[config.mk]
export PLATFORM = sky130hd
export DESIGN_NAME = histo_packetizer
export DESIGN_NICKNAME = d
export VERILOG_FILES = /design/src/rtl/histo_packetizer.sv
export SDC_FILE = /design/constraint.sdc
export NUM_CORES = 1
export LEC_CHECK = 0
export CORE_MARGIN = 10
export CORE_UTILIZATION = 47
export CTS_BUF_LIST = sky130_fd_sc_hd__clkbuf_16
export CTS_CLUSTER_DIAMETER = 120
export DETAILED_ROUTE_END_ITERATION = 10
export PLACE_DENSITY = 0.76
export RECOVER_POWER = 100
export SKIP_LAST_GASP = 1
export SLEW_MARGIN = 15
export SYNTH_ARGS = -nofsm -noshare
export SYNTH_HDL_FRONTEND = slang
export SYNTH_SLANG_ARGS = --single-unit
[constraint.sdc]
create_clock -name clk -period 1.9 [get_ports clk]
set_input_delay 0.285 -clock clk [delete_from_list [all_inputs] [get_ports clk]]
set_output_delay 0.285 -clock clk [all_outputs]
set_load 0.02 [all_outputs]
[src/rtl/histo_packetizer.sv]
// histo_packetizer
// After a start pulse, reads every histogram bin in address order and streams
// one framed packet over a valid/ready byte interface:
//   SYNC0, SYNC1, frame_id, bin counts (MSB first), 8-bit checksum.
// The checksum is the mod-256 sum of frame_id and every count byte.
module histo_packetizer #(
  parameter int         BINS    = 1024,
  parameter int         BIN_W   = 10,
  parameter int         COUNT_W = 24,
  parameter logic [7:0] SYNC0   = 8'hAA,
  parameter logic [7:0] SYNC1   = 8'h55
) (
  input  logic               clk,
  input  logic               reset,
  input  logic               start,
  input  logic [7:0]         frame_id,
  output logic               rd_en,
  output logic [BIN_W-1:0]   rd_addr,
  input  logic [COUNT_W-1:0] rd_data,
  output logic [7:0]         tx_data,
  output logic               tx_valid,
  input  logic               tx_ready,
  output logic               busy,
  output logic               done
);

  localparam int NB    = COUNT_W / 8;
  localparam int CNT_W = (NB > 1) ? $clog2(NB) : 1;
  localparam logic [CNT_W-1:0] LAST_BYTE = CNT_W'(NB - 1);
  localparam logic [BIN_W-1:0] LAST_BIN  = BIN_W'(BINS - 1);

  typedef enum logic [3:0] {
    ST_IDLE  = 4'd0,
    ST_SYNC0 = 4'd1,
    ST_SYNC1 = 4'd2,
    ST_FID   = 4'd3,
    ST_FETCH = 4'd4,
    ST_LATCH = 4'd5,
    ST_SEND  = 4'd6,
    ST_CSUM  = 4'd7,
    ST_DONE  = 4'd8
  } state_t;

  // Running checksum update: plain 8-bit wrap-around add.
  function automatic logic [7:0] csum_add(input logic [7:0] acc, input logic [7:0] b);
    csum_add = acc + b;
  endfunction

  // Most significant byte of a count word, i.e. the next byte to transmit.
  function automatic logic [7:0] top_byte(input logic [COUNT_W-1:0] w);
    top_byte = w[COUNT_W-1 -: 8];
  endfunction

  state_t             state_r,    state_s;
  logic [7:0]         tx_data_r,  tx_data_s;
  logic               tx_valid_r, tx_valid_s;
  logic               rd_en_r,    rd_en_s;
  logic [BIN_W-1:0]   rd_addr_r,  rd_addr_s;
  logic               busy_r,     busy_s;
  logic               done_r,     done_s;
  logic [COUNT_W-1:0] shift_r,    shift_s;
  logic [7:0]         csum_r,     csum_s;
  logic [CNT_W-1:0]   byte_cnt_r, byte_cnt_s;
  logic [7:0]         fid_r,      fid_s;
  logic               xfer_s;

  assign xfer_s = tx_valid_r & tx_ready;

  // Next-state and next-output computation; every register holds by default.
  always_comb begin
    state_s    = state_r;
    tx_data_s  = tx_data_r;
    tx_valid_s = tx_valid_r;
    rd_en_s    = rd_en_r;
    rd_addr_s  = rd_addr_r;
    busy_s     = busy_r;
    done_s     = done_r;
    shift_s    = shift_r;
    csum_s     = csum_r;
    byte_cnt_s = byte_cnt_r;
    fid_s      = fid_r;

    case (state_r)
      ST_IDLE: begin
        if (start) begin
          state_s    = ST_SYNC0;
          fid_s      = frame_id;
          busy_s     = 1'b1;
          csum_s     = 8'h00;
          rd_addr_s  = {BIN_W{1'b0}};
          tx_data_s  = SYNC0;
          tx_valid_s = 1'b1;
        end else begin
          state_s    = ST_IDLE;
        end
      end

      ST_SYNC0: begin
        if (xfer_s) begin
          state_s   = ST_SYNC1;
          tx_data_s = SYNC1;
        end else begin
          state_s   = ST_SYNC0;
        end
      end

      ST_SYNC1: begin
        if (xfer_s) begin
          state_s   = ST_FID;
          tx_data_s = fid_r;
        end else begin
          state_s   = ST_SYNC1;
        end
      end

      ST_FID: begin
        // frame_id is part of the checksum; the first bin read follows it.
        if (xfer_s) begin
          state_s    = ST_FETCH;
          csum_s     = csum_add(csum_r, tx_data_r);
          tx_valid_s = 1'b0;
          rd_addr_s  = {BIN_W{1'b0}};
          rd_en_s    = 1'b1;
        end else begin
          state_s    = ST_FID;
        end
      end

      ST_FETCH: begin
        // rd_en is high during this cycle only; data returns next cycle.
        state_s = ST_LATCH;
        rd_en_s = 1'b0;
      end

      ST_LATCH: begin
        // Top byte goes straight to the output; the rest waits in shift_r.
        state_s    = ST_SEND;
        tx_data_s  = top_byte(rd_data);
        shift_s    = rd_data << 4'd8;
        tx_valid_s = 1'b1;
        byte_cnt_s = {CNT_W{1'b0}};
      end

      ST_SEND: begin
        if (xfer_s) begin
          csum_s = csum_add(csum_r, tx_data_r);
          if (byte_cnt_r == LAST_BYTE) begin
            if (rd_addr_r == LAST_BIN) begin
              state_s   = ST_CSUM;
              tx_data_s = csum_add(csum_r, tx_data_r);
            end else begin
              state_s    = ST_FETCH;
              rd_addr_s  = rd_addr_r + 1'b1;
              tx_valid_s = 1'b0;
              rd_en_s    = 1'b1;
            end
          end else begin
            state_s    = ST_SEND;
            tx_data_s  = top_byte(shift_r);
            shift_s    = shift_r << 4'd8;
            byte_cnt_s = byte_cnt_r + 1'b1;
          end
        end else begin
          state_s = ST_SEND;
        end
      end

      ST_CSUM: begin
        if (xfer_s) begin
          state_s    = ST_DONE;
          tx_valid_s = 1'b0;
          busy_s     = 1'b0;
          done_s     = 1'b1;
        end else begin
          state_s    = ST_CSUM;
        end
      end

      ST_DONE: begin
        // start is deliberately not looked at here.
        state_s = ST_IDLE;
        done_s  = 1'b0;
      end

      default: begin
        state_s    = ST_IDLE;
        tx_valid_s = 1'b0;
        rd_en_s    = 1'b0;
        busy_s     = 1'b0;
        done_s     = 1'b0;
      end
    endcase
  end

  // State and output registers with synchronous reset.
  always_ff @(posedge clk) begin
    if (reset) begin
      state_r    <= ST_IDLE;
      tx_data_r  <= 8'h00;
      tx_valid_r <= 1'b0;
      rd_en_r    <= 1'b0;
      rd_addr_r  <= {BIN_W{1'b0}};
      busy_r     <= 1'b0;
      done_r     <= 1'b0;
      shift_r    <= {COUNT_W{1'b0}};
      csum_r     <= 8'h00;
      byte_cnt_r <= {CNT_W{1'b0}};
      fid_r      <= 8'h00;
    end else begin
      state_r    <= state_s;
      tx_data_r  <= tx_data_s;
      tx_valid_r <= tx_valid_s;
      rd_en_r    <= rd_en_s;
      rd_addr_r  <= rd_addr_s;
      busy_r     <= busy_s;
      done_r     <= done_s;
      shift_r    <= shift_s;
      csum_r     <= csum_s;
      byte_cnt_r <= byte_cnt_s;
      fid_r      <= fid_s;
    end
  end

  assign tx_data  = tx_data_r;
  assign tx_valid = tx_valid_r;
  assign rd_en    = rd_en_r;
  assign rd_addr  = rd_addr_r;
  assign busy     = busy_r;
  assign done     = done_r;

endmodule

== Yosys cells after proc, flatten, opt, wreduce, memory -nomap -nowiden ==
Cells that the tools add are included.

* Register bits: 68
* Output and inout bits: 22

* Bitwise logic cells: 5
* Equality and inequality tests: 22
* Reduce and logical (&&, ||, !) cells: 20
* $add $sub $neg: 3
* Mux-type cells: 44

{| class="wikitable"
|+ Operators with widths
! kind !! number
|-
| $mux 8 || 8
|-
| $mux 10 || 5
|-
| $mux 24 || 2
|-
| $pmux 24 s2 || 1
|-
| $pmux 8 s5 || 1
|-
| $pmux 4 s8 || 1
|-
| $pmux 10 s3 || 1
|-
| $ne 2x2->1 const B || 9
|-
| $reduce_and 6->1 || 3
|-
| $eq 4x3->1 const B || 4
|-
| $pmux 8 s2 || 1
|-
| $reduce_or 7->1 || 2
|-
| $mux 4 || 3
|-
| $mux 1 || 11
|-
| $add 10x1->10 const B || 1
|-
| $eq 10x10->1 const B || 1
|-
| $reduce_and 3->1 || 3
|-
| $add 8x8->8 || 1
|-
| $eq 4x2->1 const B || 2
|-
| $mux 2 || 4
|-
| $pmux 1 s3 || 2
|-
| $reduce_or 6->1 || 1
|-
| $pmux 1 s5 || 1
|-
| $reduce_and 5->1 || 1
|-
| other kinds (18) || 25
|}

== Depth between registers and ports, before layout ==
* Word-level depth: 5
* Mapped depth: 9

== Least setup slack after synthesis ==
OpenSTA, ideal clock, no wires.

* Kind: register to register
* From: register tx_data_r[0] (netlist: tx_data[0])
* To: register tx_data_r[6] (netlist: tx_data[6])
* Arrival time: 1.964 ns
* Clock period less this slack: 2.097 ns
* Required time: 1.768 ns
* Setup time: 0.132 ns
* Path slack: -0.197 ns
* Cell stages (with the launch flop): 9
* Buffers on the path: 0
* Cells stage by stage: dfxtp_1 ha_1 fa_1 a211oi_1 nor2_1 o21a_1 mux2_2 o21ai_0 a21oi_1

* Cells in the longest elaborated chain, start to end: 5

{| class="wikitable"
|+ RTL lines
! element !! RTL line !! source
|-
| start: declaration || 55 || <nowiki>logic [7:0] tx_data_r, tx_data_s;</nowiki>
|-
| start signal: assignment || 211 || <nowiki>tx_data_r <= tx_data_s;</nowiki>
|-
| $add 8x8->8 || 46 || <nowiki>csum_add = acc + b;</nowiki>
|-
| $mux 8 || 148 || <nowiki>if (rd_addr_r == LAST_BIN) begin</nowiki>
|-
| $mux 8 || 147 || <nowiki>if (byte_cnt_r == LAST_BYTE) begin</nowiki>
|-
| $mux 8 || 145 || <nowiki>if (xfer_s) begin</nowiki>
|-
| $pmux 8 s5 || 83 || <nowiki>case (state_r)</nowiki>
|}

No other way between the ends. The select of a mux whose other input is x is not followed.
A chain may end at the register's enable or synchronous reset.

== Worst setup path after layout ==
* From: register tx_data_r[1] (netlist: tx_data[1])
* To: register csum_r[7]

* Cells in the longest elaborated chain, start to end: 3

{| class="wikitable"
|+ RTL lines
! element !! RTL line !! source
|-
| $add 8x8->8 || 46 ||
|-
| $mux 8 || 118, 145 ||
|-
| $pmux 8 s2 || 83 ||
|-
| end signal: assignment || 218 || <nowiki>csum_r <= csum_s;</nowiki>
|-
| end: declaration || 62 || <nowiki>logic [7:0] csum_r, csum_s;</nowiki>
|}

No other way between the ends. The select of a mux whose other input is x is not followed.

==> reports/results.txt <==
Clock network power share: 0.445
CP endpoint kind: flop
HP Class: primary input to flop
Vias in the first global route: 3196
Area added between synthesis and finish: 55.3%
Worst VDD drop: 0.000500 V
Leading cell types in the layout, fill and taps excluded: buf_4 (74), nor2_1 (63), clkdlybuf4s50_1 (55)
Synth cell types: 60
Placement Setup Slack: -0.462 ns
Setup Skew: 0.00526 ns
Most common cell after layout, fill and taps aside: buf_4
Area of the core: 0.00672 sq mm
Net Sw Power: 0.966 mW
Final min period: 2.07 ns
Skew-Pair Late Insertion Delay: 0.33 ns
Number of I/O port buffers: 57
Clock Pin Slew Worst Setup and Hold Paths: 0.05 ns
Worst EP arrival: 2.32 ns
Syn_nets: 434
Simple-Gate Fraction of Synth Area: 0.227
Share of cells above drive strength 1: 0.297
GRT Resource Usage Total: 0.175
CP required: 2.14 ns
Mapped Cells: 388
Critical path class: flop to flop
Hold-fix buffers at CTS: 0
Seq pwr share: 0.356
Cell Pwr Density: 764 mW/mm^2
Final instance area: 0.00498 sq mm
Setup violators final: 14
Hold wc startpoint: reset
Fin. Hold Viols: 0
IO Pins: 58
Post-route setup slack: -0.174 ns
Synth Register Bits: 60
Max Slew Vio Count: 0
Register area share after synthesis: 0.375
Die area: 0.0105 sq mm
Mux contribution to synthesized area: 0.0480
DPL Wire Length: 6500 um
Max Freq: 482 MHz
Die Wd: 103 um
Synth Area in Adders: 0.0414
Row cnt: 30
# DRC: 0
Post-synthesis xor/xnor area fraction: 0.0453
Main combinational cell family by area after synthesis: simple AND/OR/NAND/NOR gates
Int Pwr: 2.83 mW
Maximum fanout along the worst path: 3
Post-synth top area cell: dfxtp_1
Die Ht: 103 um
Number of DRC markers in iteration 0: 225
Synth Warn #: 0
Worst Setup Start Kind: flop
Number of vias per cell: 5.61
Leak: 1.98 nW
Pre-antenna DRT Iters: 4
Initial antenna violation count: 0
Synth Area in Compound Gates: 0.219
Post-DP Area: 0.00432 sq mm
Post-synth EDFFs: 0
Vias post-DR: 3335
Clock root buffer: clkbuf_16
WL/cell: 17.0 um
Clk sinks: 60
Switching Fraction: 0.254
CTS tree: done
Max Cap Viol: 0
Status: finished, violations left
Most common flop cell mapped by yosys: dfxtp_1
Crit. Startpoint: tx_data[1]
Initial Utilization: 0.477
Final ANT Viol Nets: 0
Max H-tree Level: 3
Ranking of synthesized cells by area: dfxtp_1 (37%), nor2_1 (7.6%), a21oi_1 (6.4%)
Largest net degree at the start of global routing: 34
Reg2Reg Launch Point: tx_data[1]
Worst relative slew slack: 0.699
Failing checks: setup timing
RSZ-0062 raised after global routing: yes
Slew at the pin with the worst max-slew slack: 0.452 ns
Period utilization: 1.09
Final nets: 556
Share of the synthesized area in the top cell type: 0.375
Mapped Area: 0.00320 sq mm
Comb pwr share: 0.199
Remaining Overflow, GRT: 0
GP Congestion: 0.841
CTS Buffer Depth: 2
Num CTS Buffers: 9
# diodes: 0
First-pass GRT wire length: 14900 um
Ys async rst share: 0
WL final: 10100 um
Syn avg cell area: 8.26 sq um
==> cell type report <==
cell class / instances / area [sq um]
inverter: 4 / 15.0
tap: 80 / 100
clock inverter: 7 / 82.6
multi-input combinational: 297 / 2100
clock buffer: 9 / 225
sequential: 60 / 1230
timing repair buffer: 138 / 1220
fill: 507 / 1740
==> logic make-up after synthesis <==
logic type,count (synthesis)
and+or+nand+nor,153
AOI/OAI and AO/OA,104
DFF,60
buffers and inverters,31
xor gates and xnor gates,15
muxes,15
adders and majority gates,10
==> Yosys cell counts (all sizes together) (2+ instances only) <==
cell	n
nor2	65
dfxtp	60
a21oi	41
nand2	33
clkbuf	18
a22oi	14
mux2i	12
nor3	12
o21ai	11
nand3	10
a211oi	9
buf	9
ha	9
nand2b	9
xnor2	8
xor2	6
or3	5
a2bb2oi	4
inv	4
nor4	4
mux2	3
nand3b	3
a221oi	2
a31oi	2
a32o	2
nand4	2
nor2b	2
nor3b	2
o211ai	2
o21a	2
o21bai	2
o31a	2
==> final timing paths <==
path / endpoint / slack (ns) / depth (start not counted)
worst max-delay path: csum_r[7] / -0.17 / 7
worst min-delay path: tx_valid / 0.39 / 2
worst max register to register: csum_r[7] / -0.17 / 7
worst min register to register: busy / 0.48 / 2
==> registers in the layout, indices dropped and copies added (netlist names), 2 cells and up <==
signal / cells
byte_cnt_r: 2
state_r: 4
fid_r: 8
rd_addr: 10
csum_r: 8
tx_data: 8
shift_r: 16
==> critical path, stage by stage (launching register included) <==
cell and delay, ns:
dfxtp_2 0.34, ha_1 0.31, a21oi_2 0.19, o211ai_1 0.13, o31a_1 0.33, xnor2_1 0.16
mux2_2 0.35, a21oi_1 0.18
==> through the flow <==
stage | total power, mW | hold slack, ns | utilization | TNS (ns) | std cells
after floorplan | 1.74 | 0.429 | - | -0.0309 | 388
after global placement | 2.02 | 0.448 | 0.642 | -8.02 | 561
after detailed placement | 2.03 | 0.463 | 0.642 | -9.05 | 561
after CTS | 3.73 | 0.369 | 0.696 | -0.426 | 580
after global routing | 3.92 | 0.410 | 0.741 | -2.42 | 595
final | 3.80 | 0.386 | 0.741 | -0.819 | 595
==> per-layer routing <==
layer  up-vias  GRT usage  share of wire
li1       1634          -              -
met1      1578      0.215           0.42
met3        22     0.0375          0.061
met5         -          0              0
met2       101      0.286           0.49
met4         0     0.0835          0.026
==> power groups by stage <==
stage	sequential [mW]	combinational [mW]	clock [mW]
finish	1.35	0.755	1.69
global route	1.36	0.814	1.75
global placement	1.38	0.641	0
CTS	1.35	0.675	1.70
detailed placement	1.38	0.650	0
floorplan	1.41	0.329	0
==> repair_timing <==
action | 4_1_cts | 5_1_grt
resized for setup | 12 | 33
cloned | 1 | 1
setup endpoints to repair | 19 | 40
pin swaps | 9 | 16
setup buffers | 2 | 14
(Power assumes the default switching activity.)
